### config.mk
export PLATFORM = sky130hd
export DESIGN_NAME = pc_gen
export DESIGN_NICKNAME = d
export VERILOG_FILES = /design/src/rtl/pc_pkg.sv /design/src/rtl/pc_adder.sv /design/src/rtl/pc_gen.sv
export SDC_FILE = /design/constraint.sdc
export NUM_CORES = 1
export LEC_CHECK = 0
export BUFFER_PORTS_ARGS = -buffer_cell sky130_fd_sc_hd__buf_4
export CORE_ASPECT_RATIO = 1.4
export CORE_UTILIZATION = 51
export DETAILED_ROUTE_END_ITERATION = 10
export PLACE_DENSITY = 0.8
export SLEW_MARGIN = 40
export SYNTH_ARGS = -nofsm -noshare
export SYNTH_HDL_FRONTEND = slang
export SYNTH_SLANG_ARGS = --single-unit
### constraint.sdc
create_clock -name clk -period 3.6 [get_ports clk]
set_clock_uncertainty 0.2 [all_clocks]
set_input_delay 0.54 -clock clk [delete_from_list [all_inputs] [get_ports clk]]
set_output_delay 0.54 -clock clk [all_outputs]
set_load 0.005 [all_outputs]
### src/rtl/pc_pkg.sv
// Shared types and constants for the program-counter generator.
// Optional feature macro used by pc_gen: PC_RVC_EN (16-bit compressed instructions).
package pc_pkg;

    typedef enum logic {
        RUN  = 1'b0,
        HALT = 1'b1
    } pc_state_e;

    localparam logic [31:0] PC_RESET_VECTOR = 32'h0000_0000;
    localparam logic [31:0] PC_TRAP_VECTOR  = 32'h0000_0100;

    localparam int unsigned ILEN_BYTES_RVC = 2;
    localparam int unsigned ILEN_BYTES_STD = 4;

    // With compressed support only halfword alignment matters.
    function automatic logic target_misaligned(input logic [1:0] lo, input logic rvc);
        return rvc ? lo[0] : (lo != 2'b00);
    endfunction

endpackage

### src/rtl/pc_adder.sv
// XLEN-wide unsigned adder; wraps silently modulo 2^XLEN.
// Used for the sequential PC and the JAL/JALR link value.
module pc_adder #(
    parameter int XLEN = 32
) (
    input  logic [XLEN-1:0] a,
    input  logic [XLEN-1:0] b,
    output logic [XLEN-1:0] sum
);

    assign sum = a + b;

endmodule

### src/rtl/pc_gen.sv
// Program-counter generator: sequential/redirect next-PC, stall, EBREAK halt/resume,
// misaligned-redirect trap and retired counter. Define PC_RVC_EN for 16-bit instructions.
module pc_gen
    import pc_pkg::*;
#(
    parameter int              XLEN         = 32,
    parameter logic [XLEN-1:0] RESET_VECTOR = XLEN'(PC_RESET_VECTOR),
    parameter logic [XLEN-1:0] TRAP_VECTOR  = XLEN'(PC_TRAP_VECTOR),
    parameter int              CNT_W        = 32
) (
    input  logic             clk,
    input  logic             rst,
    input  logic             stall,
    input  logic             pc_src,
    input  logic [XLEN-1:0]  pc_target,
    input  logic             ebreak,
    input  logic             resume,
`ifdef PC_RVC_EN
    input  logic             is_compressed,
`endif
    output logic [XLEN-1:0]  pc_out,
    output logic [XLEN-1:0]  pc_plus_4,
    output logic             halted,
    output logic             trap,
    output logic [XLEN-1:0]  trap_addr,
    output logic [CNT_W-1:0] retired
);

    pc_state_e       state;
    logic [XLEN-1:0] incr;
    logic            misaligned;

`ifdef PC_RVC_EN
    assign incr       = is_compressed ? XLEN'(ILEN_BYTES_RVC) : XLEN'(ILEN_BYTES_STD);
    assign misaligned = target_misaligned(pc_target[1:0], 1'b1);
`else
    assign incr       = XLEN'(ILEN_BYTES_STD);
    assign misaligned = target_misaligned(pc_target[1:0], 1'b0);
`endif

    pc_adder #(.XLEN(XLEN)) u_adder (
        .a   (pc_out),
        .b   (incr),
        .sum (pc_plus_4)
    );

    assign halted = (state == HALT);

    always_ff @(posedge clk or posedge rst) begin
        if (rst) begin
            state     <= RUN;
            pc_out    <= RESET_VECTOR;
            trap      <= 1'b0;
            trap_addr <= '0;
            retired   <= '0;
        end else begin
            // trap is a single-cycle pulse regardless of what follows
            trap <= 1'b0;
            case (state)
                RUN: begin
                    if (!stall) begin
                        if (ebreak) begin
                            state   <= HALT;
                            retired <= retired + CNT_W'(1);
                        end else if (pc_src && misaligned) begin
                            pc_out    <= TRAP_VECTOR;
                            trap_addr <= pc_target;
                            trap      <= 1'b1;
                        end else if (pc_src) begin
                            pc_out  <= pc_target;
                            retired <= retired + CNT_W'(1);
                        end else begin
                            pc_out  <= pc_plus_4;
                            retired <= retired + CNT_W'(1);
                        end
                    end
                end
                HALT: begin
                    // step past the EBREAK; it already retired when it halted us
                    if (resume) begin
                        pc_out <= pc_plus_4;
                        state  <= RUN;
                    end
                end
                default: state <= RUN;
            endcase
        end
    end

endmodule

* Yosys cells after proc, flatten, opt, wreduce, memory -nomap -nowiden
Cells that the tools add are included.
Widths: inputs -> output; s select.
** Storage, ports and cells
- Register bits :: 98
- Bits in latches :: 0
- Memory bits (writable) :: 0
- Memory bits (read-only) :: 0
- Input port bits :: 38
- Output and inout port bits :: 130
- Logic and storage cells :: 35
- Memories kept :: 0
** Cells by class
- Add/sub/neg operators :: 2
- Multipliers :: 0
- Divide/modulo/power cells :: 0
- $lt $le $gt $ge :: 0
- Equality and inequality tests :: 4
- Shifts and indexed selects :: 0
- Multiplexer cells :: 16
- Bitwise operators :: 3
- Reductions and logical operators :: 5
** Operators by type and width (count)
- $mux 32 :: 7
- $pmux 32 s2 :: 1
- $add 32x1->32 const B :: 1
- $add 32x3->32 const B :: 1
- $ne 2x2->1 const B :: 4
- $mux 1 :: 7
- $reduce_and 3->1 :: 2
- $reduce_and 4->1 :: 1
- $not 1->1 :: 3
- $pmux 1 s2 :: 1
- $reduce_bool 2->1 :: 1
- $logic_and 1x1->1 :: 1

* Depth between registers and ports, before layout
Gate-level depths: netlist (run 1).
- Word-level depth :: 6
- Depth in mapped cells :: 8
- Mapped depth without buffers :: 6

* Cells and area by module
Synthesis (run 1) repeated with hierarchy kept, for this count alone.
** Second synthesis, totals
- Cells, all modules :: 600
- Area, all modules :: 6102.1 um^2
** By module, submodules not included
- pc_gen :: times used 1, cells an instance 359, area an instance 4357.9 um^2, sequential area each 2452.4 um^2
- pc_adder :: times used 1, cells an instance 241, area an instance 1744.2 um^2, sequential area each 0.0 um^2

* Least setup slack after synthesis (run 1)
Ideal clock, no wire load.
- Path type :: register to output
- Start :: reg pc_out[2]
- End :: out pc_plus_4[30]
- Arrival :: 1.753 ns
- Required time :: 2.860 ns
- Path slack :: 1.107 ns
- Cell stages (with the launch flop) :: 7
- Path buffers :: 1
- Cells stage by stage :: dfrtp_1 -> ha_1 -> nand4_1 -> or2_1 -> buf_2 -> nor4_4 -> xor2_1
** Between the ends
- Cells in the longest elaborated chain, start to end :: 1
** Ends and longest elaborated chain
- start, declared :: RTL line pc_gen.sv:21 : output logic [XLEN-1:0] pc_out,
- start signal, assigned :: RTL line pc_gen.sv:70 : pc_out <= pc_target;
- start signal, assigned :: RTL line pc_gen.sv:73 : pc_out <= pc_plus_4;
- start signal, assigned :: RTL line pc_gen.sv:81 : pc_out <= pc_plus_4;
- $add 32x3->32 :: RTL line pc_adder.sv:11 : assign sum = a + b;
- end, declared :: RTL line pc_gen.sv:22 : output logic [XLEN-1:0] pc_plus_4,
Every way passes these cells.

* Final worst setup path (run 1)
Ends and elaborated chain as after synthesis.

==> impl_metrics.py, run 1 <==
metrics = {
    "sta": {
        "min_period_over_period": 0.882,
        "rsz0062_at_grt": "false",
        "setup_tns_ns": 0,
        "worst_slew_pin_slew_ns": 0.650,
        "fin_crit_ns": 3.17,
        "setup_viol": 0,
        "fmax_mhz": 315,
        "max-slew-margin-rel": 0.566,
        "slew_violations": 0,
        "finalHoldViolations": 0,
    },
    "clock_network": {
        "clk_latency_ns": 0.35,
        "cts.reportedPaths.clkPinSlew_ns": 0.07,
        "cts_hold_buf": 0,
        "cts_max_path_buffers": 2,
        "clock_tree.root_cell": "clkbuf_16",
        "htree_levels": 3,
        "cts_buffers": 9,
        "cts_tree": "yes",
        "clock_sinks": 98,
        "post_cts_resized": 0,
        "post-cts-setup-buffer-count": 0,
    },
    "grt": {
        "antenna_found_initial": 0,
        "gr-total-overflow": 0,
        "first_global_vias": 4454,
        "grt_max_degree": 66,
        "grt_use_total": 0.271,
        "grt_pass1_wl_mm": 22.1,
    },
    "drt": {
        "wl_mm": 14.2,
        "antenna_left": 0,
        "highest_layer": "met4",
        "avgRoutedWirePerCell_um": 17.6,
        "wl_met1_mm": 5.35,
        "drt-initial-drc-count": 313,
        "via_per_inst": 5.77,
        "vias": 4652,
        "met3RoutedLength_mm": 1.01,
        "route.met2.wl_mm": 7.33,
        "firstDrtPassIters": 5,
        "drc_errors": 0,
    },
    "die": {
        "rows": 43,
        "ios": 168,
        "initial_core_util": 0.529,
        "dieArea_um2": 10700,
        "chipHeight_um": 122,
        "core_area_um2": 9950,
        "die_x_um": 87.9,
    },
    "synthesis": {
        "yosys-mux-area-fraction": 0.0682,
        "syn_area_per_cell_um2": 10.3,
        "synth_compound_area_frac": 0.127,
        "synth_xor_area_frac": 0.0981,
        "netlist_area_um2": 5270,
        "synth_fa_ha_area_frac": 0.00475,
        "synthArstFlopShare": 1.00,
        "synthSimpleGateAreaFrac": 0.189,
        "syn_inst": 509,
        "synth_cell_types": 59,
        "ys.flop_type": "dfrtp_1",
        "ys_ff_latch": 98,
        "synth.yosys.seq_area_share": 0.466,
        "syn-num-nets": 549,
        "yosys_warnings": 0,
        "synth_edf_count": 0,
        "synth_top_family_by_area": "simple AND/OR/NAND/NOR gates",
    },
    "final_layout": {
        "stdcell_area_um2": 6930,
        "final_common_cell": "buf_4",
        "antenna_cells": 0,
        "final_nets": 706,
        "area_delta_synth_final_pct": 31.5,
        "most-common-layout-cells": "buf_4, dfrtp_1, nand2_1, xnor2_1, nor2_1",
        "drive_gt1_frac": 0.371,
    },
    "power": {
        "pwr-share-comb": 0.292,
        "power_frac_seq": 0.421,
        "switching_share": 0.306,
        "p_leak_uw": 0.00328,
        "power_density_nw_per_um2": 540,
        "peakVddDrop_v": 0.000262,
        "switchingPower_uw": 1140,
        "design_power_total_uw": 3740,
        "internal_power_uw": 2600,
        "p_clk_frac": 0.288,
    },
    "worst_setup_path": {
        "critPathMaxFanout": 8,
        "cp.arrival_ns": 2.43,
        "crit_family": "simple AND/OR/NAND/NOR gates",
        "critPathBufInv": 1,
        "slowest_stage": "dfrtp_1",
        "critical_path_class": "register to output port",
        "slowest_delay_ns": 0.47,
        "crit_path_start_kind": "register",
        "critPathCaptureType": "output port",
        "crit_required_ns": 2.86,
        "cp_cell_sequence": "ha_1 -> nand4_1 -> or2_1 -> nor4_4 -> xor2_1 -> buf_4",
    },
    "outcome": {
        "status": "completed",
    },
    "min_path": {
        "hold_class": "primary input to asynchronous set/reset pin",
    },
    "placement": {
        "place_area_um2": 6590,
        "hpwl_mm": 10.6,
        "portBuffers": 167,
        "place_congestion": 0.868,
    },
    "job": {
        "maxCapViolCount": 0,
    },
}
-- state kept, by name, summed over array words and instances (netlist names) --
| signal | flops |
|---|---|
| pc_out | 32 |
| trap | 1 |
| retired | 32 |
| halted | 1 |
| trap_addr | 32 |
-- final cells by class --
class | instances | area, µm²
flip-flops and latches | 98 | 2450
multi-input cells | 368 | 2580
fillers | 776 | 3030
inverters | 12 | 50.0
clock inverters | 5 | 82.6
clock buffers | 11 | 253
repair buffers | 177 | 1340
well taps | 135 | 169
-- routing by layer --
layer  vias up  GRT usage
li1       2138          -
met3        33     0.0672
met2       216      0.471
met5         -          0
met1      2265      0.310
met4         0      0.121
-- metrics by stage --
stage           util  setup slack (ns)  hold WS [ns]  instances
4_1_cts        0.696             0.440         0.172        806
6_report       0.696             0.425        0.0671        806
5_1_grt        0.696             0.251         0.112        806
3_3_place_gp   0.662             0.901         0.261        790
3_5_place_dp   0.662             0.827         0.275        790
2_1_floorplan      -             0.298         0.265        509
-- kinds of logic after synthesis --
logic type      after synthesis
xor+xnor                     59
flops                        98
simple gates                173
mux                          32
compound gates              102
buf+inv                      43
fa+ha+maj                     2
-- power groups by stage --
stage | Sequential [µW] | Combinational, µW | Clock, µW
floorplan | 1520 | 517 | 0
global placement | 1570 | 1070 | 0
detailed placement | 1590 | 1100 | 0
CTS | 1570 | 1100 | 1100
global route | 1610 | 1180 | 1130
finish | 1570 | 1090 | 1080
-- cells in the mapped netlist (all sizes together), types with 5 or more instances --
| library cell | instances | share of area |
|---|---|---|
| a21oi | 27 | 0.026 |
| and3 | 12 | 0.014 |
| and4 | 6 | 0.010 |
| buf | 16 | 0.018 |
| clkbuf | 15 | 0.021 |
| dfrtp | 98 | 0.47 |
| inv | 12 | 0.0086 |
| mux2 | 31 | 0.066 |
| nand2 | 43 | 0.031 |
| nand3 | 22 | 0.023 |
| nand4 | 13 | 0.017 |
| nor2 | 33 | 0.024 |
| nor3 | 17 | 0.020 |
| nor4 | 10 | 0.027 |
| o21a | 6 | 0.0086 |
| o21ai | 28 | 0.027 |
| o22a | 6 | 0.010 |
| or2 | 5 | 0.0059 |
| xnor2 | 35 | 0.058 |
| xor2 | 24 | 0.040 |
-- final timing paths --
| check | startpoint | endpoint | slack (ns) | cells after the start |
|---|---|---|---|---|
| setup / recovery | pc_out[2]$_DFFE_PP0P_ | pc_plus_4[30] | 0.43 | 6 |
| hold / removal | rst | trap_addr[5]$_DFFE_PP0P_ | 0.07 | 2 |
| setup reg to reg | halted$_DFF_PP0_ | pc_out[30]$_DFFE_PP0P_ | 1.12 | 7 |
| hold reg to reg | retired[31]$_DFFE_PP0P_ | retired[31]$_DFFE_PP0P_ | 0.29 | 1 |
| max in group asynchronous | rst | pc_out[13]$_DFFE_PP0P_ | 2.44 | 3 |
| min in group clk | resume | halted$_DFF_PP0_ | 0.18 | 2 |
(Power assumes the default switching activity.)
==> run 2, diff against run 1 <==
--- a/config.mk
+++ b/config.mk
@@ -5,11 +5,12 @@
 export SDC_FILE = /design/constraint.sdc
 export NUM_CORES = 1
 export LEC_CHECK = 0
-export BUFFER_PORTS_ARGS = -buffer_cell sky130_fd_sc_hd__buf_4
-export CORE_ASPECT_RATIO = 1.4
-export CORE_UTILIZATION = 51
+export CORE_ASPECT_RATIO = 0.8
+export CORE_MARGIN = 5
+export CORE_UTILIZATION = 55
 export DETAILED_ROUTE_END_ITERATION = 10
-export PLACE_DENSITY = 0.8
+export DONT_BUFFER_PORTS = 1
+export PLACE_DENSITY = 0.7
 export SLEW_MARGIN = 40
 export SYNTH_ARGS = -nofsm -noshare
 export SYNTH_HDL_FRONTEND = slang
==> run 2 against run 1 <==
  * Highest routed layer unchanged
  * Worst hold slack worse by 0.093 ns
  * Register-to-register slack worse by 0.02 ns
  * Final cell count down 22%
  * The flow now finishes with violations (negative hold slack)
  * Largest power group unchanged
  * Flip-flop and latch count unchanged
  * Combinational power down 48%
==> impl_metrics.py, run 2 (synthesized netlist as in run 1, its figures left out) <==
metrics = {
    "outcome": {
        "status": "finished, violations left",
        "failed_checks": "negative hold slack",
    },
    "worst_setup_path": {
        "crit_path_start_kind": "register",
        "slowest_stage": "dfrtp_1",
        "r2r-end": "pc_out[30]$_DFFE_PP0P_",
        "critPathCaptureType": "output port",
        "rr_startpoint": "pc_out[2]$_DFFE_PP0P_",
        "crit_family": "simple AND/OR/NAND/NOR gates",
        "cp.arrival_ns": 2.45,
        "r2r_slack_ns": 1.10,
        "crit_required_ns": 2.86,
        "critPathBufInv": 0,
        "critical_path_class": "register to output port",
        "critPathMaxFanout": 8,
        "reg2reg_depth": 6,
        "slowest_delay_ns": 0.52,
        "cp_cell_sequence": "ha_1 -> nand4_1 -> or2_1 -> nor4_4 -> xor2_1",
    },
    "power": {
        "power_frac_seq": 0.504,
        "pwr-share-comb": 0.174,
        "internal_power_uw": 2190,
        "design_power_total_uw": 3250,
        "switching_share": 0.324,
        "peakVddDrop_v": 0.000345,
        "p_clk_frac": 0.322,
        "p_leak_uw": 0.00245,
        "switchingPower_uw": 1050,
        "power_density_nw_per_um2": 573,
    },
    "placement": {
        "place_area_um2": 5340,
        "portBuffers": 0,
        "place_congestion": 0.862,
        "dp_cells": 609,
        "hpwl_mm": 9.87,
    },
    "die": {
        "dieArea_um2": 11600,
        "rows": 32,
        "ios": 168,
        "chipHeight_um": 97.5,
        "die_x_um": 119,
        "initial_core_util": 0.555,
        "core_area_um2": 9490,
    },
    "sta": {
        "max-slew-margin-rel": 0.518,
        "fmax_mhz": 313,
        "finalHoldViolations": 19,
        "min_period_over_period": 0.887,
        "setup_viol": 0,
        "rsz0062_at_grt": "false",
        "fin_hold_ws_ns": -0.0264,
        "worst_slew_pin_slew_ns": 0.718,
        "setup_tns_ns": 0,
        "fin_crit_ns": 3.19,
        "slew_violations": 0,
    },
    "grt": {
        "gr-total-overflow": 0,
        "grt_use_total": 0.238,
        "first_global_vias": 3951,
        "antenna_found_initial": 0,
        "grt_pass1_wl_mm": 22.1,
        "grt_max_degree": 56,
    },
    "drt": {
        "avgRoutedWirePerCell_um": 21.9,
        "wl_mm": 13.7,
        "via_per_inst": 6.46,
        "drc_errors": 0,
        "firstDrtPassIters": 5,
        "vias": 4035,
        "drt-initial-drc-count": 390,
        "antenna_left": 0,
    },
    "clock_network": {
        "cts_tree": "yes",
        "clock_sinks": 98,
        "cts_hold_buf": 0,
        "post-cts-setup-buffer-count": 0,
        "cts_buffers": 9,
        "post_cts_resized": 0,
        "cts.reportedPaths.clkPinSlew_ns": 0.07,
        "clock_tree.root_cell": "clkbuf_16",
        "htree_levels": 3,
        "clk_latency_ns": 0.34,
        "cts_max_path_buffers": 2,
    },
    "job": {
        "maxCapViolCount": 0,
    },
    "final_layout": {
        "most-common-layout-cells": "dfrtp_1, nand2_1, xnor2_1, nor2_1, mux2_2",
        "regArea_um2": 2450,
        "final_nets": 541,
        "reg_top3": "pc_out x32, retired x32, trap_addr x32",
        "stdcell_area_um2": 5670,
        "area_delta_synth_final_pct": 7.58,
        "final_util": 0.597,
        "final_common_cell": "dfrtp_1",
        "multi_input_area_um2": 2580,
        "nFillCells": 807,
        "antenna_cells": 0,
        "final_cells": 625,
        "drive_gt1_frac": 0.168,
    },
    "min_path": {
        "hold_class": "primary input to asynchronous set/reset pin",
    },
}
[run 2: metrics by stage]
step | setup slack, ns | hold WS [ns]
4_1_cts | 0.400 | 0.00127
3_5_place_dp | 0.799 | 0.295
3_3_place_gp | 0.846 | 0.286
6_report | 0.407 | -0.0264
5_1_grt | 0.301 | 0.0417
2_1_floorplan | 0.298 | 0.265
[run 2: layout make-up]
type | instances | share of cell area
Sequential cell | 98 | 0.433
Clock inverter | 7 | 0.0177
Multi-Input combinational cell | 368 | 0.456
Inverter | 12 | 0.00839
Tap cell | 119 | 0.0263
Timing Repair Buffer | 12 | 0.0188
Clock buffer | 9 | 0.0398
[run 2: how the worst max path moves through the flow]
| stage | endpoint | depth (start not counted) | slack (ns) | start |
|---|---|---|---|---|
| detailed placement | pc_plus_4[30] | 5 | 0.80 | pc_out[2]$_DFFE_PP0P_ |
| floorplan | halted$_DFF_PP0_ | 1 | 0.30 | rst |
| CTS | pc_plus_4[30] | 5 | 0.40 | pc_out[2]$_DFFE_PP0P_ |
| global placement | pc_plus_4[30] | 5 | 0.85 | pc_out[2]$_DFFE_PP0P_ |
| finish | pc_plus_4[30] | 5 | 0.41 | pc_out[2]$_DFFE_PP0P_ |
| global route | pc_plus_4[30] | 5 | 0.30 | pc_out[2]$_DFFE_PP0P_ |
[run 2: worst register-to-register path, stage by stage, from the launching register on]
cell     delay (ns)
dfrtp_1        0.52
ha_1           0.35
nand4_1        0.21
or2_1          0.40
nor4_4         0.37
a31oi_1        0.14
o22a_1         0.19
[run 2: metal layers]
layer	part of all wire	track usage	routed length [µm]	vias to the layer above
li1	-	-	-	1819
met1	0.44	0.332	6010	2014
met2	0.45	0.350	6200	179
met3	0.095	0.0902	1300	23
met4	0.014	0.0607	190	0
met5	0	0	0	-
[run 2: power by group through the flow]
stage	combinational, µW	clock (µW)	sequential (µW)
6_report	564	1050	1640
5_1_grt	638	1130	1670
3_3_place_gp	542	0	1640
2_1_floorplan	517	0	1520
3_5_place_dp	567	0	1650
4_1_cts	570	1070	1640
